==> config.mk <==
export PLATFORM = sky130hd
export DESIGN_NAME = pcie_link_status_monitor
export DESIGN_NICKNAME = d
export VERILOG_FILES = /design/src/rtl/pcie_link_mon_pkg.sv /design/src/rtl/pcie_rst_sync.sv /design/src/rtl/pcie_link_status_monitor.sv
export SDC_FILE = /design/constraint.sdc
export NUM_CORES = 1
export LEC_CHECK = 0
export ABC_AREA = 1
export ABC_CLOCK_PERIOD_IN_PS = 2050
export BUFFER_PORTS_ARGS = -buffer_cell sky130_fd_sc_hd__buf_4
export CORE_MARGIN = 3
export CORE_UTILIZATION = 35
export DETAILED_ROUTE_END_ITERATION = 7
export HOLD_SLACK_MARGIN = 0.02
export SLEW_MARGIN = 10
export SYNTH_ARGS = -nofsm -noshare
export SYNTH_HDL_FRONTEND = slang
export SYNTH_HIERARCHICAL = 1
export SYNTH_SLANG_ARGS = --single-unit
export TNS_END_PERCENT = 20
==> constraint.sdc <==
create_clock -name clk_out_buf -period 2.05 [get_ports clk_out_buf]
set_input_delay 0.3075 -clock clk_out_buf [delete_from_list [all_inputs] [get_ports clk_out_buf]]
set_output_delay 0.3075 -clock clk_out_buf [all_outputs]
set_load 0.05 [all_outputs]
==> src/rtl/pcie_link_mon_pkg.sv <==
// Shared LTSSM encodings, link FSM states and LED polarity for the PCIe link status monitor.
package pcie_link_mon_pkg;

    localparam logic [4:0] L0              = 5'h0F;
    localparam logic [4:0] POLL_COMPLIANCE = 5'h03;

    // Board LEDs are wired active-low.
    localparam logic LED_ON = 1'b0;

    typedef enum logic [1:0] {
        DOWN    = 2'd0,
        QUALIFY = 2'd1,
        UP      = 2'd2,
        LOST    = 2'd3
    } link_state_e;

endpackage

==> src/rtl/pcie_rst_sync.sv <==
// Two-flop reset synchronizer: asserts immediately, releases two clocks after any_rstn rises.
module pcie_rst_sync (
    input  logic clk_out_buf,
    input  logic any_rstn,
    output logic rst_rr
);

    logic rst_r;

    always_ff @(posedge clk_out_buf or negedge any_rstn) begin
        if (!any_rstn) begin
            rst_r  <= 1'b0;
            rst_rr <= 1'b0;
        end else begin
            rst_r  <= 1'b1;
            rst_rr <= rst_r;
        end
    end

endmodule

==> src/rtl/pcie_link_status_monitor.sv <==
// Qualifies PCIe link-up from the LTSSM test bus, counts link drops and drives the board status LEDs.
module pcie_link_status_monitor
    import pcie_link_mon_pkg::*;
#(
    parameter int STABLE_CYCLES  = 1024,
    parameter int HOLDOFF_CYCLES = 256,
    parameter int ALIVE_W        = 26,
    parameter int CNT_W          = 8
) (
    input  logic             clk_out_buf,
    input  logic             any_rstn,
    input  logic [8:0]       test_out_icm,
    input  logic             gen2_speed,
    input  logic             cnt_clr,
    output logic             link_up,
    output logic             link_down_pulse,
    output logic [CNT_W-1:0] retrain_cnt,
    output logic [4:0]       ltssm_state,
    output logic             alive_led,
    output logic             L0_led,
    output logic             comp_led,
    output logic             gen2_led,
    output logic [3:0]       lane_active_led,
    output link_state_e      fsm_state
);

    localparam int QW = $clog2(STABLE_CYCLES);
    localparam int HW = $clog2(HOLDOFF_CYCLES + 1);

    logic               rst_rr;
    logic [4:0]         ltssm_q;
    logic [3:0]         lane_q;
    logic               gen2_q;
    logic [ALIVE_W-1:0] alive_cnt;
    logic [QW-1:0]      qcnt;
    logic [HW-1:0]      hcnt;
    link_state_e        state;

    pcie_rst_sync u_rst_sync (
        .clk_out_buf (clk_out_buf),
        .any_rstn    (any_rstn),
        .rst_rr      (rst_rr)
    );

    assign ltssm_state = ltssm_q;
    assign fsm_state   = state;

    // Input capture, LED drivers and heartbeat; LEDs trail ltssm_q/link_up by one clock.
    always_ff @(posedge clk_out_buf or negedge rst_rr) begin
        if (!rst_rr) begin
            ltssm_q         <= '0;
            lane_q          <= '0;
            gen2_q          <= 1'b0;
            L0_led          <= ~LED_ON;
            comp_led        <= ~LED_ON;
            gen2_led        <= ~LED_ON;
            lane_active_led <= {4{~LED_ON}};
            alive_cnt       <= '0;
            alive_led       <= 1'b0;
        end else begin
            ltssm_q         <= test_out_icm[4:0];
            lane_q          <= test_out_icm[8:5];
            gen2_q          <= gen2_speed;
            L0_led          <= link_up ? LED_ON : ~LED_ON;
            comp_led        <= (ltssm_q == POLL_COMPLIANCE) ? LED_ON : ~LED_ON;
            gen2_led        <= (gen2_q && link_up) ? LED_ON : ~LED_ON;
            lane_active_led <= lane_q ^ {4{~LED_ON}};
            alive_cnt       <= alive_cnt + ALIVE_W'(1);
            alive_led       <= alive_cnt[ALIVE_W-1];
        end
    end

    always_ff @(posedge clk_out_buf or negedge rst_rr) begin
        if (!rst_rr) begin
            state           <= DOWN;
            qcnt            <= '0;
            hcnt            <= '0;
            link_up         <= 1'b0;
            link_down_pulse <= 1'b0;
            retrain_cnt     <= '0;
        end else begin
            link_down_pulse <= 1'b0;
            if (cnt_clr) begin
                retrain_cnt <= '0;
            end
            case (state)
                DOWN: begin
                    if (ltssm_q == L0) begin
                        state <= QUALIFY;
                        qcnt  <= QW'(1);
                    end
                end
                QUALIFY: begin
                    if (ltssm_q != L0) begin
                        state <= DOWN;
                    end else if (qcnt == QW'(STABLE_CYCLES - 1)) begin
                        state   <= UP;
                        link_up <= 1'b1;
                    end else begin
                        qcnt <= qcnt + QW'(1);
                    end
                end
                UP: begin
                    if (ltssm_q != L0) begin
                        state           <= LOST;
                        link_up         <= 1'b0;
                        hcnt            <= '0;
                        link_down_pulse <= 1'b1;
                        // A clear in the same cycle wins over the increment.
                        if (!cnt_clr && retrain_cnt != {CNT_W{1'b1}}) begin
                            retrain_cnt <= retrain_cnt + CNT_W'(1);
                        end
                    end
                end
                LOST: begin
                    // LTSSM deliberately ignored until the holdoff expires.
                    if (hcnt == HW'(HOLDOFF_CYCLES - 1)) begin
                        state <= DOWN;
                    end else begin
                        hcnt <= hcnt + HW'(1);
                    end
                end
                default: state <= DOWN;
            endcase
        end
    end

endmodule

==> reports/qor.json, run 1 <==
{
  "drt": {
    "route.detailed.drc": 0,
    "drt_iter0_markers": 133,
    "routed_via_density": 4.57,
    "routed_wire_length_per_instance_um": 12.1,
    "first_pass_iters": 6,
    "drt.antenna.violating_nets": 0,
    "finalWirelength_um": 7620,
    "route.vias.total": 2877
  },
  "synth": {
    "synth_cell_type_count": 30,
    "synth_cells": 441,
    "syn-mean-instance-area_um2": 8.39,
    "syn_nets": 459,
    "ys_ff_latch": 77,
    "mappedNetlistArea_um2": 3700,
    "seq_area_frac_synth_pct": 52.3,
    "ys_warn_count": 6
  },
  "clock_tree": {
    "post_cts_buffers": 0,
    "cts_repair_resize_count": 0,
    "tritoncts_num_sinks": 77,
    "clock_transition_at_the_registers_of_the_reported_paths_ns": 0.08,
    "post_cts_hold_buffer_count": 1,
    "cts_made_buffers": 9,
    "clockBufferDepth": 2,
    "clock_tree_from_tritoncts": "done",
    "maximum_level_of_the_cts_h_tree": 3,
    "clkLatencyLatePin_ns": 0.35,
    "clk_tree_root_cell": "clkbuf_8"
  },
  "cells_and_area": {
    "final_nets": 509,
    "post-route-cell-area_um2": 4380,
    "syn2layout_area_growth_pct": 18.4,
    "area.sequential_um2": 1940,
    "diodes": 0,
    "drive_above_1_share_pct": 17.7,
    "multiInputGateArea_um2": 1520,
    "fillers": 981
  },
  "min_path": {
    "holdCritPathClass": "in2reg",
    "min-delay-start": "test_out_icm[5]",
    "timing.hold.worst_endpoint": "lane_q[0]",
    "worst_hold_path.num_cells": 1
  },
  "setup_path": {
    "critPathKind": "reg2reg",
    "crit_path_top_delay_cell": "dfrtp_1",
    "crit_arrival_ns": 2.00,
    "worstReg2RegStart": "hcnt[5]",
    "crit_required_ns": 2.29,
    "worstSetupEndpointType": "flip-flop",
    "rr_worst_depth": 10,
    "worstSetupStartpointType": "flip-flop",
    "rrSetupSlack_ns": 0.29,
    "worstPathCellList": "nand2_1 -> nor2_1 -> inv_1 -> nor4_1 -> ha_1 -> nor2_2 -> nand3_1 -> inv_1 -> a31oi_1 -> nor2_1",
    "cp_slowest_stage_delay_ns": 0.43,
    "critical_path.reg2reg.endpoint": "hcnt[6]",
    "maximum_fanout_along_the_worst_path": 5
  },
  "run_status": {
    "status": "finished, final reports clean"
  },
  "die": {
    "start_util_pct": 36.8,
    "rows": 36,
    "area_of_the_die_um2": 11800,
    "io-pin-count": 38,
    "design.core.area_um2": 10000,
    "dieWidth_um": 109,
    "die_h_um": 109
  },
  "place": {
    "post-dp-hpwl_um": 5710,
    "routabilityCongestion": 0.881,
    "port-buffer-count": 37,
    "postPlaceCellArea_um2": 4160
  },
  "power_and_ir_drop": {
    "pwrdens_nw_per_um2": 860,
    "max-vdd-ir-drop_mv": 0.371,
    "total_leakage_power_nw": 2.06
  },
  "timing": {
    "setup_viol_count_final": 0,
    "slew_viol_final": 0,
    "final-hold-violation-count": 0,
    "timing.final.crit_share_pct": 85.7,
    "grt_setup_unrepaired": "false",
    "maxClockFrequency_mhz": 569,
    "setup_total_negative_slack_ns": 0,
    "period_minus_slack_ns": 1.76,
    "timing.hold.ws_ns": 0.0573,
    "fin_worst_skew_ns": 0.0114
  },
  "global_route": {
    "grt_pass1_vias": 2814,
    "grt_first_pass_wirelength_um": 13000,
    "track_usage_pct": 14.2,
    "globalRoute.totalOverflow": 0,
    "grt_max_degree": 65,
    "initial_antenna_violation_count": 0
  },
  "flow_run": {
    "maxCapViolations": 0
  }
}
-- cell usage after synthesis --
| library cell | instances | area (µm²) |
|---|---|---|
| nand2_1 | 123 | 462 |
| dfrtp_1 | 70 | 1750 |
| inv_1 | 53 | 199 |
| nor2_1 | 52 | 195 |
| nand3_1 | 34 | 170 |
| xor2_1 | 20 | 175 |
| o21ai_0 | 13 | 65.1 |
| nand2_2 | 10 | 62.6 |
| nor3_1 | 10 | 50.1 |
| nand4_1 | 9 | 56.3 |
| dfstp_2 | 7 | 184 |
| ha_1 | 5 | 62.6 |
| nand3b_1 | 4 | 30.0 |
| nor2_4 | 4 | 45.0 |
| o21bai_1 | 4 | 30.0 |
| a21oi_1 | 3 | 15.0 |
| nor2_2 | 3 | 18.8 |
| o21ai_2 | 3 | 26.3 |
| inv_2 | 2 | 7.51 |
| xnor2_1 | 2 | 17.5 |
| a21oi_2 | 1 | 8.76 |
| a31oi_1 | 1 | 6.26 |
| and3_1 | 1 | 6.26 |
| buf_12 | 1 | 20.0 |
| buf_4 | 1 | 7.51 |
| clkbuf_1 | 1 | 3.75 |
| conb_1 | 1 | 3.75 |
| inv_6 | 1 | 8.76 |
| nor4_1 | 1 | 6.26 |
| o22ai_1 | 1 | 6.26 |
-- critical path, delay by kind of cell (launching register included) --
kind,cells,cell delay (ns)
adder cells (fa/ha/maj),1,0.24
AO/OA/AOI/OAI,1,0.13
flip-flops,1,0.43
buffers and inverters,2,0.15
AND/OR/NAND/NOR,6,0.70
-- cells by family (layout without fill, tap and decap cells) --
kind of cell / after synthesis / in the layout / synth area share (%)
AO/OA/AOI/OAI: 26 / 26 / 4.26
XOR/XNOR: 22 / 22 / 5.21
adder cells (fa/ha/maj): 5 / 5 / 1.69
buffers and inverters: 59 / 114 / 6.66
flip-flops: 77 / 77 / 52.3
other: 1 / 1 / 0.101
AND/OR/NAND/NOR: 251 / 251 / 29.8
-- layout make-up --
| type | instances | area share [%] |
|---|---|---|
| flip-flops and latches | 77 | 44.2 |
| multi-input cells | 305 | 34.7 |
| repair buffers | 42 | 7.54 |
| inverters | 56 | 4.91 |
| well taps | 133 | 3.80 |
| clock buffers | 10 | 2.91 |
| clock inverters | 6 | 2.00 |
-- flip-flops by register name, summed over array words and instances, names as in the netlist, named ones only --
| register | flops |
|---|---|
| L0_led | 1 |
| alive_cnt | 26 |
| alive_led | 1 |
| comp_led | 1 |
| fsm_state | 1 |
| gen2_led | 1 |
| gen2_q | 1 |
| hcnt | 9 |
| lane_active_led | 4 |
| lane_q | 4 |
| link_down_pulse | 1 |
| link_up | 1 |
| ltssm_state | 5 |
| qcnt | 10 |
| retrain_cnt | 8 |
| u_rst_sync/rst_r | 1 |
| u_rst_sync/rst_rr | 1 |
-- metrics by stage --
stage / util, % / power (W) / setup slack, ns / std cells
after floorplan: - / 0.00232 / 0.323 / 441
after global placement: 41.4 / 0.00254 / 0.344 / 612
after detailed placement: 41.4 / 0.00256 / 0.285 / 612
after CTS: 43.6 / 0.00383 / 0.282 / 629
after global routing: 43.6 / 0.00401 / 0.129 / 629
final: 43.6 / 0.00377 / 0.293 / 629
-- routing by layer --
layer | share of wire, % | wire length (µm) | vias up | GRT usage, %
met5 | 0 | 0 | - | 0
met4 | 0.91 | 69 | 0 | 4.33
met3 | 3.7 | 285 | 7 | 4.03
met2 | 48 | 3690 | 44 | 23.3
met1 | 47 | 3570 | 1351 | 18.1
li1 | - | - | 1475 | -
-- worst max path at each step --
stage                     startpoint       to  slack, ns  cells past startpoint
after floorplan              hcnt[0]  hcnt[3]       0.32                      9
after global placement       hcnt[0]  hcnt[4]       0.34                      9
after detailed placement     hcnt[0]  hcnt[6]       0.28                      9
after CTS                    hcnt[5]  hcnt[7]       0.28                      9
after global routing         hcnt[5]  hcnt[6]       0.13                     10
final                        hcnt[5]  hcnt[6]       0.29                     10
-- layout by cell type (no fill, tap or decap), types with 4 or more instances in the layout --
cell      synthesis  final
nand4_1           9      9
nand3b_1          4      4
clkbuf_8          0      9
o21ai_0          13     13
nand2_2          10     10
dfstp_2           7      7
nor3_1           10     10
nor2_1           52     52
buf_4             1     40
ha_1              5      5
nor2_4            4      4
nand3_1          34     34
dfrtp_1          70     69
inv_1            53     53
xor2_1           20     20
o21bai_1          4      4
nand2_1         123    123
-- where the power goes --
group / switching (W) / internal (W)
Clock: 0.000561 / 0.000683
Combinational: 0.000488 / 0.000251
Sequential: 0.000124 / 0.00166
Total: 0.00117 / 0.00259
Power figures use the tool's default switching activity.
==> run 2, diff against run 1 <==
- CORE_MARGIN: 3 -> not set
==> run 2 against run 1 <==
Register-to-register slack worse by 0.08 ns; utilization is 0.64 points lower; final cell count is 0.64% higher; critical endpoint is now hcnt[5].
==> reports/qor.json, run 2 (synthesis results as in run 1) <==
{
  "cells_and_area": {
    "multiInputGateArea_um2": 1520,
    "area.sequential_um2": 1940,
    "drive_above_1_share_pct": 17.7,
    "diodes": 0,
    "top_register": "alive_cnt",
    "layout_commonest_cell": "nand2_1",
    "fillers": 997,
    "top_regs": "alive_cnt x26, qcnt x10, hcnt x9",
    "final_cell_mix": "123 x nand2_1, 69 x dfrtp_1, 53 x inv_1",
    "syn2layout_area_growth_pct": 19.4,
    "flip_flop_count_of_the_largest_register_all_copies_and_words_added": 26,
    "final_nets": 510
  },
  "timing": {
    "final-hold-violation-count": 0,
    "timing.max_slew.rel_slack_pct": 57.6,
    "fin_worst_skew_ns": 0.0106,
    "grt_setup_unrepaired": "false",
    "setup_viol_count_final": 0,
    "least_margin_pin_slew_ns": 0.636,
    "setup_total_negative_slack_ns": 0,
    "timing.final.crit_share_pct": 89.4,
    "period_minus_slack_ns": 1.83,
    "maxClockFrequency_mhz": 546,
    "slew_viol_final": 0
  },
  "clock_tree": {
    "maximum_level_of_the_cts_h_tree": 3,
    "tritoncts_num_sinks": 77,
    "clkLatencyLatePin_ns": 0.35,
    "clock_transition_at_the_registers_of_the_reported_paths_ns": 0.08,
    "cts_repair_resize_count": 0,
    "clock_tree_from_tritoncts": "done",
    "clockBufferDepth": 2,
    "clk_tree_root_cell": "clkbuf_8",
    "cts_made_buffers": 9
  },
  "die": {
    "io-pin-count": 38,
    "dieWidth_um": 105,
    "start_util_pct": 36.0,
    "area_of_the_die_um2": 11000,
    "design.core.area_um2": 10300,
    "rows": 37,
    "die_h_um": 105
  },
  "power_and_ir_drop": {
    "max-vdd-ir-drop_mv": 0.329,
    "total_leakage_power_nw": 2.08,
    "pwrdens_nw_per_um2": 866,
    "total_power_w": 0.00383
  },
  "setup_path": {
    "crit_arrival_ns": 2.06,
    "critPathKind": "reg2reg",
    "worstSetupStartpointType": "flip-flop",
    "worstSetupEndpointType": "flip-flop",
    "maximum_fanout_along_the_worst_path": 6,
    "crit_required_ns": 2.28
  },
  "flow_run": {
    "maxCapViolations": 0
  },
  "place": {
    "routabilityCongestion": 0.880,
    "port-buffer-count": 37,
    "post-dp-hpwl_um": 5680
  },
  "drt": {
    "topRoutingLayerUsed": "met4",
    "met3RoutedLength_um": 271,
    "drt.antenna.violating_nets": 0,
    "route.detailed.drc": 0,
    "routed_via_density": 4.58,
    "routed_wire_length_per_instance_um": 12.1,
    "met2_routed_length_um": 3760,
    "first_pass_iters": 6,
    "route.vias.total": 2897,
    "finalWirelength_um": 7660,
    "drt_iter0_markers": 122,
    "routed_length_on_met1_um": 3530
  },
  "global_route": {
    "grt_max_degree": 26,
    "initial_antenna_violation_count": 0,
    "grt_pass1_vias": 2931,
    "track_usage_pct": 15.1,
    "globalRoute.totalOverflow": 0,
    "grt_first_pass_wirelength_um": 13200
  },
  "run_status": {
    "status": "finished, final reports clean"
  },
  "min_path": {
    "holdCritPathClass": "in2reg"
  }
}
-- run 2: worst paths after layout --
check	endpoint	depth (start not counted)	start	slack, ns
max in group asynchronous	lane_active_led[2]	1	u_rst_sync/rst_rr	1.09
worst max register to register	hcnt[5]	9	hcnt[5]	0.22
min in group asynchronous	u_rst_sync/rst_r	2	any_rstn	0.28
worst min-delay path	gen2_q	1	gen2_speed	0.06
worst max-delay path	hcnt[5]	9	hcnt[5]	0.22
worst min register to register	lane_q[0]	0	u_rst_sync/rst_rr	0.29
-- run 2: where the power goes --
part           internal (W)  leakage [nW]  switching, W  total (W)
logic              0.000254         0.988      0.000489   0.000743
clock network      0.000756         0.114      0.000545    0.00130
registers           0.00166         0.978      0.000125    0.00178
-- run 2: repair_timing --
item,CTS,global route
setup buffers,0,0
endpoints found under the setup margin,0,0
hold endpoints to repair,2,0
hold buffers,1,0
-- run 2: stage by stage --
stage | hold slack (ns) | utilization (%) | std cells | cell area [µm²] | setup WS (ns)
after floorplan | 0.0119 | - | 441 | 3700 | 0.323
after global placement | 0.0906 | 40.7 | 616 | 4180 | 0.363
after detailed placement | 0.0919 | 40.7 | 616 | 4180 | 0.226
after CTS | 0.0369 | 43.0 | 633 | 4420 | 0.230
after global routing | 0.0360 | 43.0 | 633 | 4420 | 0.0682
final | 0.0585 | 43.0 | 633 | 4420 | 0.218
-- run 2: area by class of cell --
type / count / share of cell area (%)
inverter: 56 / 4.87
clock buffer: 13 / 3.60
tap: 136 / 3.85
clock inverter: 3 / 1.56
sequential: 77 / 43.8
multi-input combinational: 305 / 34.4
timing repair buffer: 43 / 7.93
-- run 2: per-layer routing --
layer  vias to the layer above  global-route usage (%)
met1                      1360                    18.7
met4                         0                    5.94
li1                       1480                       -
met2                        48                    25.2
met3                         9                    3.87
met5                         -                       0
-- run 2: worst max-delay path, cell delays in order, from the launching register on --
cell and delay (ns):
dfrtp_1 0.44, nand2_1 0.07, nor2_1 0.17, inv_1 0.08, nor4_1 0.21, ha_1 0.25, nor2_2 0.08, nor2_1 0.16
buf_4 0.16, o21ai_0 0.10
==> run 3, diff against run 2 <==
- CTS_BUF_LIST: not set -> sky130_fd_sc_hd__clkbuf_8
==> run 3 against run 2 <==
Maximum frequency barely moved; non-clock buffer count stayed put; design area unchanged; final cell count unchanged; combinational power barely moved; hold slack is essentially flat; setup slack about the same; sequential power hardly changed; largest cell class unchanged.
==> reports/qor.json, run 3 (synthesis results as in run 1) <==
{
  "run_status": {
    "status": "finished, final reports clean"
  },
  "timing": {
    "fin_worst_skew_ns": 0.0105,
    "timing.final.crit_share_pct": 89.4,
    "slew_viol_final": 0,
    "period_minus_slack_ns": 1.83,
    "maxClockFrequency_mhz": 546,
    "timing.max_slew.rel_slack_pct": 57.6,
    "grt_setup_unrepaired": "false",
    "least_margin_pin_slew_ns": 0.636,
    "final_critical_path_setup_slack_ns": 0.218,
    "final-hold-violation-count": 0,
    "setup_total_negative_slack_ns": 0,
    "setup_viol_count_final": 0
  },
  "drt": {
    "route.detailed.drc": 0,
    "finalWirelength_um": 7650,
    "routed_wire_length_per_instance_um": 12.1,
    "drt.antenna.violating_nets": 0,
    "drt_iter0_markers": 120,
    "routed_via_density": 4.58,
    "route.vias.total": 2897,
    "first_pass_iters": 6
  },
  "setup_path": {
    "worstSetupEndpointType": "flip-flop",
    "crit_required_ns": 2.28,
    "rr_worst_depth": 9,
    "worstReg2RegStart": "hcnt[5]",
    "critPathKind": "reg2reg",
    "rrSetupSlack_ns": 0.22,
    "maximum_fanout_along_the_worst_path": 6,
    "worstSetupStartpointType": "flip-flop",
    "crit_arrival_ns": 2.06,
    "critical_path.reg2reg.endpoint": "hcnt[5]"
  },
  "power_and_ir_drop": {
    "pwr-share-clk_pct": 33.8,
    "max-vdd-ir-drop_mv": 0.329,
    "total_leakage_power_nw": 2.09,
    "netSwitchingPower_w": 0.00116,
    "fraction_of_power_spent_switching_nets_pct": 30.3,
    "pwrdens_nw_per_um2": 864,
    "share_seq_of_total_power_pct": 46.7,
    "cell_int_power_w": 0.00266,
    "p_comb_share_pct": 19.5
  },
  "place": {
    "placement.setup.worst_slack_ns": 0.226,
    "port-buffer-count": 37,
    "dpl.cell_count": 616,
    "routabilityCongestion": 0.880,
    "postPlaceCellArea_um2": 4180,
    "post-dp-hpwl_um": 5680
  },
  "min_path": {
    "min-delay-start": "test_out_icm[4]",
    "timing.hold.worst_endpoint": "ltssm_state[4]",
    "holdCritPathClass": "in2reg",
    "worst_hold_path.num_cells": 1
  },
  "global_route": {
    "globalRoute.totalOverflow": 0,
    "initial_antenna_violation_count": 0,
    "grt_first_pass_wirelength_um": 13200,
    "grt_pass1_vias": 2931,
    "grt_max_degree": 26,
    "track_usage_pct": 15.1
  },
  "cells_and_area": {
    "finish.utilization_pct": 43.0,
    "diodes": 0,
    "layout_commonest_cell": "nand2_1",
    "stdcell_count": 633,
    "final_nets": 510,
    "top_regs": "alive_cnt x26, qcnt x10, hcnt x9",
    "final_cell_mix": "123 x nand2_1, 69 x dfrtp_1, 55 x inv_1",
    "drive_above_1_share_pct": 17.7,
    "flip_flop_count_of_the_largest_register_all_copies_and_words_added": 26,
    "syn2layout_area_growth_pct": 19.4,
    "post-route-cell-area_um2": 4420,
    "top_register": "alive_cnt"
  },
  "clock_tree": {
    "clock_tree_from_tritoncts": "done",
    "clockBufferDepth": 2,
    "clkLatencyLatePin_ns": 0.35,
    "maximum_level_of_the_cts_h_tree": 3,
    "cts_repair_resize_count": 0,
    "cts_made_buffers": 9,
    "tritoncts_num_sinks": 77,
    "clk_tree_root_cell": "clkbuf_8",
    "clock_transition_at_the_registers_of_the_reported_paths_ns": 0.08
  },
  "die": {
    "die_h_um": 105,
    "rows": 37,
    "start_util_pct": 36.0,
    "dieWidth_um": 105,
    "io-pin-count": 38,
    "design.core.area_um2": 10300,
    "area_of_the_die_um2": 11000
  },
  "flow_run": {
    "maxCapViolations": 0
  }
}
[run 3: cell types whose count changed in the layout (fill, tap and decap cells not counted), sizes merged]
cell	previous run	this run
clkbuf	13	11
inv	56	58
[run 3: worst max path at each step]
stage | startpoint | end | slack [ns] | depth (start not counted)
global placement | hcnt[0] | hcnt[4] | 0.36 | 9
finish | hcnt[5] | hcnt[5] | 0.22 | 9
floorplan | hcnt[0] | hcnt[3] | 0.32 | 9
CTS | hcnt[0] | hcnt[7] | 0.23 | 8
detailed placement | hcnt[0] | hcnt[7] | 0.23 | 8
global route | hcnt[5] | hcnt[5] | 0.07 | 10
[run 3: power by group through the flow]
stage          clock (W)  sequential (W)  combinational [W]
2_1_floorplan          0         0.00192           0.000398
3_3_place_gp           0         0.00181           0.000719
3_5_place_dp           0         0.00181           0.000746
4_1_cts          0.00135         0.00179           0.000748
5_1_grt          0.00139         0.00180           0.000833
6_report         0.00129         0.00178           0.000743
[run 3: area by class of cell]
cell class | instances | area, µm²
well taps | 136 | 170
repair buffers | 43 | 350
multi-input cells | 305 | 1520
inverters | 56 | 215
clock inverters | 5 | 76.3
fillers | 997 | 5860
flip-flops and latches | 77 | 1940
clock buffers | 11 | 151
[run 3: per-stage QoR]
step,hold WS [ns],power (W)
finish,0.0581,0.00382
global route,0.0355,0.00403
floorplan,0.0119,0.00232
global placement,0.0906,0.00253
CTS,0.0367,0.00388
detailed placement,0.0919,0.00256
[run 3: layer usage]
metal  track usage [%]  wire length (µm)  part of all wire (%)
met5                 0                 0                     0
met4              5.94               101                   1.3
met3              3.87               295                   3.9
met2              25.2              3760                    49
met1              18.7              3500                    46
[run 3: what timing repair did]
| action | in CTS | in global routing |
|---|---|---|
| endpoints found under the hold margin | 2 | 0 |
| setup buffers | 0 | 0 |
| hold buffers | 1 | 0 |
[run 3: worst max-delay path, cell delays in order, from the launching register on]
cell and delay, ns:
dfrtp_1 0.44, nand2_1 0.07, nor2_1 0.17, inv_1 0.08, nor4_1 0.21, ha_1 0.25
nor2_2 0.08, nor2_1 0.16, buf_4 0.16, o21ai_0 0.10
